<file path="src/rtl/mem_port_arbiter.sv">
// Two-requester arbiter (instruction fetch, data load/store) for one shared memory port.
// Data has priority; fetch is forced through after STARVE_LIMIT consecutive lost IDLE decisions.
module mem_port_arbiter #(
  parameter int STARVE_LIMIT = 4
) (
  input  logic        clk,
  input  logic        rst_b,
  input  logic        if_req,
  input  logic [31:0] if_addr,
  output logic [31:0] if_rdata,
  output logic        if_done,
  input  logic        d_req,
  input  logic        d_we,
  input  logic [31:0] d_addr,
  input  logic [31:0] d_wdata,
  input  logic [3:0]  d_be,
  output logic [31:0] d_rdata,
  output logic        d_done,
  output logic        m_valid,
  output logic        m_we,
  output logic [31:0] m_addr,
  output logic [31:0] m_wdata,
  output logic [3:0]  m_be,
  input  logic        m_ready,
  input  logic [31:0] m_rdata
);

  localparam logic [3:0] LIMIT = 4'(STARVE_LIMIT);

  typedef enum logic [1:0] {
    IDLE     = 2'd0,
    SERVE_IF = 2'd1,
    SERVE_D  = 2'd2,
    DONE     = 2'd3
  } state_e;

  state_e      state_q;
  logic [3:0]  wait_cnt_q;
  logic [3:0]  wait_cnt_d;
  logic        grant_if_d;
  logic        grant_d_d;

  logic        m_valid_q;
  logic        m_we_q;
  logic [31:0] m_addr_q;
  logic [31:0] m_wdata_q;
  logic [3:0]  m_be_q;
  logic [31:0] if_rdata_q;
  logic [31:0] d_rdata_q;
  logic        if_done_q;
  logic        d_done_q;

  // Grant decision is only meaningful in IDLE; wait_cnt counts fetch losses there.
  always_comb begin
    grant_if_d = 1'b0;
    grant_d_d  = 1'b0;
    wait_cnt_d = wait_cnt_q;
    if (state_q == IDLE) begin
      if (if_req && d_req) begin
        if (wait_cnt_q >= LIMIT) begin
          grant_if_d = 1'b1;
        end else begin
          grant_d_d  = 1'b1;
          wait_cnt_d = wait_cnt_q + 4'd1;
        end
      end else if (d_req) begin
        grant_d_d = 1'b1;
      end else if (if_req) begin
        grant_if_d = 1'b1;
      end
      if (grant_if_d) begin
        wait_cnt_d = 4'd0;
      end
    end
  end

  always_ff @(posedge clk or negedge rst_b) begin
    if (!rst_b) begin
      state_q    <= IDLE;
      wait_cnt_q <= 4'd0;
      m_valid_q  <= 1'b0;
      m_we_q     <= 1'b0;
      m_addr_q   <= 32'd0;
      m_wdata_q  <= 32'd0;
      m_be_q     <= 4'd0;
      if_rdata_q <= 32'd0;
      d_rdata_q  <= 32'd0;
      if_done_q  <= 1'b0;
      d_done_q   <= 1'b0;
    end else begin
      case (state_q)
        IDLE: begin
          wait_cnt_q <= wait_cnt_d;
          if (grant_if_d) begin
            state_q   <= SERVE_IF;
            m_valid_q <= 1'b1;
            m_we_q    <= 1'b0;
            m_addr_q  <= if_addr;
            m_wdata_q <= 32'd0;
            m_be_q    <= 4'hF;
          end else if (grant_d_d) begin
            state_q   <= SERVE_D;
            m_valid_q <= 1'b1;
            m_we_q    <= d_we;
            m_addr_q  <= d_addr;
            m_wdata_q <= d_wdata;
            m_be_q    <= d_we ? d_be : 4'hF;
          end
        end
        SERVE_IF: begin
          if (m_ready) begin
            if_rdata_q <= m_rdata;
            m_valid_q  <= 1'b0;
            if_done_q  <= 1'b1;
            state_q    <= DONE;
          end
        end
        SERVE_D: begin
          if (m_ready) begin
            // Stores leave the last loaded word visible on d_rdata.
            if (!m_we_q) begin
              d_rdata_q <= m_rdata;
            end
            m_valid_q <= 1'b0;
            d_done_q  <= 1'b1;
            state_q   <= DONE;
          end
        end
        DONE: begin
          if_done_q <= 1'b0;
          d_done_q  <= 1'b0;
          state_q   <= IDLE;
        end
        default: begin
          state_q <= IDLE;
        end
      endcase
    end
  end

  assign m_valid  = m_valid_q;
  assign m_we     = m_we_q;
  assign m_addr   = m_addr_q;
  assign m_wdata  = m_wdata_q;
  assign m_be     = m_be_q;
  assign if_rdata = if_rdata_q;
  assign d_rdata  = d_rdata_q;
  assign if_done  = if_done_q;
  assign d_done   = d_done_q;

endmodule

</file>
<file path="config.mk">
export PLATFORM = sky130hd
export DESIGN_NAME = mem_port_arbiter
export DESIGN_NICKNAME = d
export VERILOG_FILES = /design/src/rtl/mem_port_arbiter.sv
export SDC_FILE = /design/constraint.sdc
export NUM_CORES = 1
export LEC_CHECK = 0
export CORE_AREA = 2 2 120 122
export CTS_BUF_LIST = sky130_fd_sc_hd__clkbuf_8
export CTS_CLUSTER_SIZE = 12
export DETAILED_ROUTE_END_ITERATION = 8
export DIE_AREA = 0 0 122 124
export PLACE_DENSITY = 0.86
export RECOVER_POWER = 100
export SLEW_MARGIN = 25
export SYNTH_ARGS = -nofsm -noshare
export SYNTH_HDL_FRONTEND = slang
export SYNTH_SLANG_ARGS = --single-unit
</file>
<file path="constraint.sdc">
create_clock -name clk -period 2.1 [get_ports clk]
set_input_delay 0.315 -clock clk [delete_from_list [all_inputs] [get_ports clk]]
set_output_delay 0.315 -clock clk [all_outputs]
set_load 0.01 [all_outputs]
</file>
# Word-level counts from Yosys, hierarchy flattened
# Cells that the tools add are included.
# totals
inputBits	138
register_bits	142
out_inout_bits	136
wordCells	71
# classes
eq_ne	8
n_mux	33
n_reduce_logical	16
addsub	1
bitwise	1
magnitude_cmp	1
# ops
cell	n
two-way mux 32 bit	4
two-way mux 4 bit	6
two-way mux 1 bit	16
AND reduction 2 bit	5
nonzero test 2 bit	5
AND reduction 3 bit	3
two-way mux 2 bit	3
case mux 1 bit (2 select lines)	3
case mux 2 bit (3 select lines)	1
adder 4 x 1 -> 4 bit (second input constant)	1
== test 2 bit (second input constant)	2
greater-or-equal comparator 4 x 3 -> 1 bit (second input constant)	1
!= test 2 x 1 -> 1 bit (second input constant)	2
!= test 2 bit (second input constant)	2
!= test 3 bit (second input constant)	1
== test 2 x 1 -> 1 bit (second input constant)	1
zero test 2 bit	1
OR reduction 2 bit	1
logical AND 1 bit	1
inverter 1 bit	1

# Logic depth before layout (Yosys ltp)
# Gate-level depths: netlist of run 1.
# logic_depth
depth_word	7
depth_mapped	8
ltp_nobuf	5

# Worst setup path before layout of run 1
# No wires, ideal clock.
# synth_timing
path_kind	register -> register
start	register state_q[0]
end	register m_addr_q[4], in the netlist m_addr[4]
arrival_ps	1424
setup_time_ps	126
path_stages_with_launch	9
required_ps	1974
period_less_slack_ps	1550
n_path_buf	3
path_slack_ps	550
path_cell_list	dfrtp_1 > inv_1 > ha_1 > buf_2 > and2_1 > buf_2 > buf_2 > a31oi_1 > a21oi_1
# synth_via
elab_chain_len	4
elab_cells_between_ends	6
classes_between	mux (3); reduce/logical (3)
# synth_rtl
item	line_no	text
from (decl)	37	state_e state_q;
from (signal assigned)	79	state_q <= IDLE;
from (signal assigned)	95	state_q <= SERVE_IF;
from (signal assigned)	102	state_q <= SERVE_D;
zero test 2 bit (*)	58, 91	
two-way mux 1 bit	58	if (state_q == IDLE) begin
nonzero test 2 bit (no source line)	n/a	
AND reduction 2 bit (no source line)	n/a	
to (signal assigned)	98	m_addr_q <= if_addr;
to (signal assigned)	105	m_addr_q <= d_addr;
to (decl)	45	logic [31:0] m_addr_q;
# Every way passes the cells marked *; elsewhere a longest branch is shown, timed or not.
# A chain may end at the register's enable or synchronous reset.

# Worst setup path after layout of run 1
# layout_timing
start	register state_q[1]
end	register if_rdata_q[12], in the netlist if_rdata[12]
# layout_via
elab_chain_len	2
# layout_rtl
item	line_no	text
== test 2 x 1 -> 1 bit	91	case (state_q)
AND reduction 2 bit (no source line)	n/a	
to (signal assigned)	112	if_rdata_q <= m_rdata;
to (decl)	48	logic [31:0] if_rdata_q;
# Every way passes these cells.

==> reports/results.ini, run 1 <==
[run_status]
outcome = complete, no violations

[clock_tree]
cts-hold-fix-buffers = 1
clock_insertion_delay_worst_skew_ps = 430
clock_sinks = 142
post-cts-setup-buffers = 0
tritoncts_buffers = 17
cts_tree = done
number_of_cells_upsized_or_downsized_after_cts = 0
cts.reportedPaths.clkPinSlew_ps = 80
cts_max_level = 4
clock-root-buffer = sky130_fd_sc_hd__clkbuf_8
buffer_depth_of_the_longest_clock_path = 2

[yosys]
ys_types = 26
netlist_area_sq_um = 5870
yosys_warnings = 0
yosysMostFrequentCell = sky130_fd_sc_hd__dfrtp_1
synth_top_area_share_pct = 60.6
mappedNetlistNets = 670
syn_avg_cell_area_sq_um = 11.1
main_flop_type_after_synthesis = sky130_fd_sc_hd__dfrtp_1
synthDominantAreaCellType = sky130_fd_sc_hd__dfrtp_1
number_of_flops_mapped_to_enable_cells_by_yosys = 0
commonest_cells_in_the_netlist = 142 x sky130_fd_sc_hd__dfrtp_1, 72 x sky130_fd_sc_hd__nand2_1, 64 x sky130_fd_sc_hd__mux2_2
async_reset_ff_share_pct = 100
netlist_top_cells_area = sky130_fd_sc_hd__dfrtp_1 61%, sky130_fd_sc_hd__mux2_2 12%, sky130_fd_sc_hd__o21ai_0 5.3%
synth.yosys.seq_area_share_pct = 60.6
syn_inst = 527
ys_seq_elements = 142

[critical_path]
worstSetupEndpointType = flop
cp_data_required_time_ps = 2420
timing.critical_path.fanout_max = 32
path_class = flop to flop
timing.critical_path.from_type = flop
cp_data_arrival_time_ps = 2210
worst-r2r-cell-count = 5

[power_and_ir_drop]
irDropWorstVdd_mv = 0.679
power_mw = 13.1
power.static_leakage_nw = 3.94
power_density_nw_per_um2 = 1420

[die]
initial_utilization_pct = 42.8
row_count = 43
die_h_um = 124
fp.dieW_um = 122
io-pin-count = 274
die-area_sq_um = 15100
core_region_area_sq_um = 13700

[place]
dp.cells = 959
gp_routability_congestion = 0.810
post-dp-hpwl_mm = 12.6
place.port_buffers = 273
dp_worst_setup_slack_ps = 263

[sta]
totalNegativeSetupSlack_ps = 0
worst_pin_slew_ps = 1350
max_freq_ghz = 0.529
fin_worst_hold_slack_ps = 416
timing_hold_violations_final = 0
period_share_pct = 90.1
maxSlewViolCount = 0
worst_slew_margin_rel_pct = 9.79
unrepaired_setup_endpoints_after_global_routing = false
final-setup-viol-count = 0
postLayoutSetupSlackWorst_ps = 208
period_needed_ps = 1890
finalClockSkew_ps = 13.3

[global_routing]
grt_max_degree = 69
gr-total-overflow = 0
antenna_found_initial = 0
grt_pass1_vias = 5329
first_pass_grt_wire_length_mm = 26.5
grt_usage_pct = 22.9

[detailed_routing]
detail_route.drc_violations = 0
route.detailed.wl_per_inst_um = 17.2
detail_route.first_pass.iterations = 5
dr_total_vias = 5204
drt-total-wl_mm = 17.0
vias_per_cell = 5.25
dr.first_iter.drc_count = 366
detail-route-antenna-nets = 0

[min_path]
hold_class = input port to flop
timing.hold.worst_path_depth = 3

[job]
drv.max_cap_violation_count = 0

[cells_and_area]
antenna-diode-count = 0
fin_cells = 992
final.fill_count = 1007
layout-drive-gt1-share_pct = 14.5
layout-area-overhead-vs-synth_pct = 57.5
final_nets = 942

==> cell families after synthesis <==
logic type,Yosys count,synth area share (%)
adders and majority gates,5,1.07
muxes,66,12.6
AOI/OAI and AO/OA,147,13.5
and+or+nand+nor,124,8.64
buffers and inverters,43,3.60
DFF,142,60.6
==> routing by layer <==
metal	track usage [%]	wire [um]	share of wire, %	up-vias
met1	25.8	6390	38	2529
met3	7.65	1580	9.3	23
met2	40.9	8750	51	280
met5	0	0	0	-
met4	7.76	319	1.9	0
li1	-	-	-	2372
==> report_power, final <==
group / leakage, nW / internal [mW] / switching, mW
registers: 1.68 / 4.08 / 0.724
logic: 2.04 / 3.17 / 2.85
clock network: 0.216 / 1.25 / 1.05
==> final cells by class <==
cell class | instances | area [sq um] | area share, %
tap | 180 | 225 | 2.44
inverter | 3 | 11.3 | 0.122
clock inverter | 13 | 161 | 1.75
clock buffer | 19 | 262 | 2.83
multi-input combinational | 342 | 2120 | 22.9
timing repair buffer | 293 | 2910 | 31.5
sequential | 142 | 3550 | 38.4
==> worst paths after layout <==
| path | start | end | slack [ps] |
|---|---|---|---|
| setup / recovery | state_q[1] | if_rdata[12] | 210 |
| hold / removal | d_wdata[30] | m_wdata[30] | 420 |
| max in group asynchronous | rst_b | m_addr[30] | 380 |
| setup reg to reg | state_q[1] | if_rdata[12] | 210 |
| hold reg to reg | m_wdata[12] | m_wdata[12] | 480 |
| min in group asynchronous | rst_b | if_rdata[10] | 730 |
==> registers in the layout, summed over array words and instances, names as in the netlist <==
name,flops
d_done,1
wait_cnt_q,4
m_be,4
m_addr,32
m_we,1
if_rdata,32
m_wdata,32
state_q,2
m_valid,1
if_done,1
d_rdata,32
==> layout by cell type, fill, tap and decap left out, drive strengths merged <==
cell / n
clkinv: 2
mux2: 64
clkdlybuf4s50: 136
a21oi: 37
clkbuf: 23
a31oi: 36
or3b: 1
inv: 9
o22ai: 4
dfrtp: 142
o21ai: 67
o21a: 2
nand3b: 1
nor3b: 1
mux2i: 2
clkinvlp: 2
nand3: 1
nor2: 43
bufinv: 3
buf: 16
dlygate4sd3: 137
nor2b: 2
nor3: 1
nand2: 72
and2: 2
ha: 5
a21o: 1
==> worst max-delay path, cell delays in order, from the launching register on <==
cell and delay, ps:
sky130_fd_sc_hd__dfrtp_1 370, sky130_fd_sc_hd__inv_1 90, sky130_fd_sc_hd__ha_1 210, sky130_fd_sc_hd__nand2_1 70
sky130_fd_sc_hd__buf_2 610, sky130_fd_sc_hd__mux2_2 420
==> per-stage QoR <==
stage                     utilization [%]  area [sq um]
after floorplan                         -          5870
after global placement               64.7          8870
after detailed placement             64.7          8870
after CTS                            67.8          9310
after global routing                 67.4          9240
final                                67.4          9240
Power figures use the tool's default switching activity.
==> run 2, diff against run 1 <==
- ABC_CLOCK_PERIOD_IN_PS: not set -> 2100
- RECOVER_POWER: 100 -> 50
==> reports/results.ini, run 2 (synthesis gave the netlist of run 1 again) <==
[global_routing]
grt_usage_pct = 22.9
first_pass_grt_wire_length_mm = 26.5
gr-total-overflow = 0
grt_pass1_vias = 5329
grt_max_degree = 69
antenna_found_initial = 0

[power_and_ir_drop]
sw_frac_of_total_pct = 34.3
power_frac_clock_pct = 16.8
power.sequential.fraction_pct = 35.6
power_mw = 13.7
power_density_nw_per_um2 = 1480
combinational_share_of_power_pct = 47.7
power.static_leakage_nw = 3.88
total_switching_power_mw = 4.70
irDropWorstVdd_mv = 0.715
cell_internal_pwr_mw = 9.00

[cells_and_area]
layout-area-overhead-vs-synth_pct = 57.8
mostFrequentLayoutCell = sky130_fd_sc_hd__clkdlybuf4s50_1
final_cell_area_sq_um = 9260
final_nets = 942
final_core_area_utilization_pct = 67.5
layout.cells.most_common_list = 271 x sky130_fd_sc_hd__clkdlybuf4s50_1, 142 x sky130_fd_sc_hd__dfrtp_1, 72 x sky130_fd_sc_hd__nand2_1
fin_cells = 992
antenna-diode-count = 0
final.fill_count = 1007
layout-drive-gt1-share_pct = 14.7

[sta]
period_needed_ps = 1890
worst_slew_margin_rel_pct = 9.83
unrepaired_setup_endpoints_after_global_routing = false
timing_hold_violations_final = 0
totalNegativeSetupSlack_ps = 0
postLayoutSetupSlackWorst_ps = 210
finalClockSkew_ps = 13.0
worst_pin_slew_ps = 1350
fin_worst_hold_slack_ps = 416
maxSlewViolCount = 0
final-setup-viol-count = 0
max_freq_ghz = 0.529
period_share_pct = 90.0

[run_status]
outcome = complete, no violations

[die]
die_h_um = 124
core_region_area_sq_um = 13700
fp.dieW_um = 122
initial_utilization_pct = 42.8
row_count = 43
io-pin-count = 274
die-area_sq_um = 15100

[min_path]
hold_class = input port to flop
min_from = d_wdata[30]

[detailed_routing]
detail_route.drc_violations = 0
vias_per_cell = 5.27
route.detailed.wl_per_inst_um = 17.2
dr_total_vias = 5228
dr.first_iter.drc_count = 368
detail-route-antenna-nets = 0
detail_route.first_pass.iterations = 7
drt-total-wl_mm = 17.1

[clock_tree]
cts_tree = done
clock_sinks = 142
clock-root-buffer = sky130_fd_sc_hd__clkbuf_8
clock_insertion_delay_worst_skew_ps = 430
post-cts-setup-buffers = 0
cts.reportedPaths.clkPinSlew_ps = 80
buffer_depth_of_the_longest_clock_path = 2
tritoncts_buffers = 17
cts_max_level = 4

[critical_path]
path_class = flop to flop
worstSetupEndpointType = flop
source_of_the_critical_timing_path = state_q[1]
slowest_stage = sky130_fd_sc_hd__buf_2
cp_data_arrival_time_ps = 2210
crit_path_cell_trace = inv_1, ha_1, nand2_1, buf_2, mux2_2
timing.critical_path.from_type = flop
critical_path.reg2reg.startpoint = state_q[1]
timing.critical_path.fanout_max = 32
timing.critical_path.slowest_cell_delay_ps = 620
cp_data_required_time_ps = 2420

[place]
gp_routability_congestion = 0.810
dp.cells = 959
dpl_cell_area_sq_um = 8870
place.port_buffers = 273
post-dp-hpwl_mm = 12.6
dp_worst_setup_slack_ps = 263

[job]
drv.max_cap_violation_count = 0

run 2: final timing paths:
kind | slack (ps) | end | depth (start not counted)
max | 210 | if_rdata[11] | 5
min | 420 | m_wdata[30] | 3
max reg2reg | 210 | if_rdata[11] | 5
min reg2reg | 490 | m_wdata[12] | 2
min in group asynchronous | 730 | if_rdata[10] | 2
max in group asynchronous | 380 | m_addr[30] | 3
run 2: area by class of cell:
cell class | count | area (sq um) | area share, %
clock buffers | 19 | 262 | 2.82
clock inverters | 13 | 161 | 1.74
inverters | 3 | 11.3 | 0.122
multi-input cells | 342 | 2120 | 22.9
flip-flops and latches | 142 | 3550 | 38.4
well taps | 180 | 225 | 2.43
repair buffers | 293 | 2930 | 31.6
run 2: layer usage:
layer	track usage, %	wire, um	vias to the layer above	part of all wire (%)
met1	25.8	6410	2533	37
met5	0	0	-	0
met4	7.76	362	0	2.1
li1	-	-	2371	-
met2	40.9	8750	290	51
met3	7.65	1570	34	9.2
run 2: critical path: cells and delay by family (launching register included):
family | cells | cell delay, ps
fa+ha+maj | 1 | 210
simple gates | 1 | 70
mux | 1 | 420
buf+inv | 2 | 710
flops | 1 | 370
run 2: repair_timing:
| action | 4_1_cts | 5_1_grt |
|---|---|---|
| endpoints found under the hold margin | 50 | 0 |
| hold buffers | 1 | 0 |
| gates resized for setup | 0 | 0 |
| setup endpoints to repair | 0 | 0 |
run 2: power by group through the flow:
stage               Clock [mW]  Combinational [mW]  Sequential, mW
finish                    2.30                6.53            4.87
CTS                       2.35                6.61            4.87
floorplan                    0                2.34            5.39
global route              2.50                7.04            5.02
detailed placement           0                6.59            4.91
global placement             0                6.37            4.82
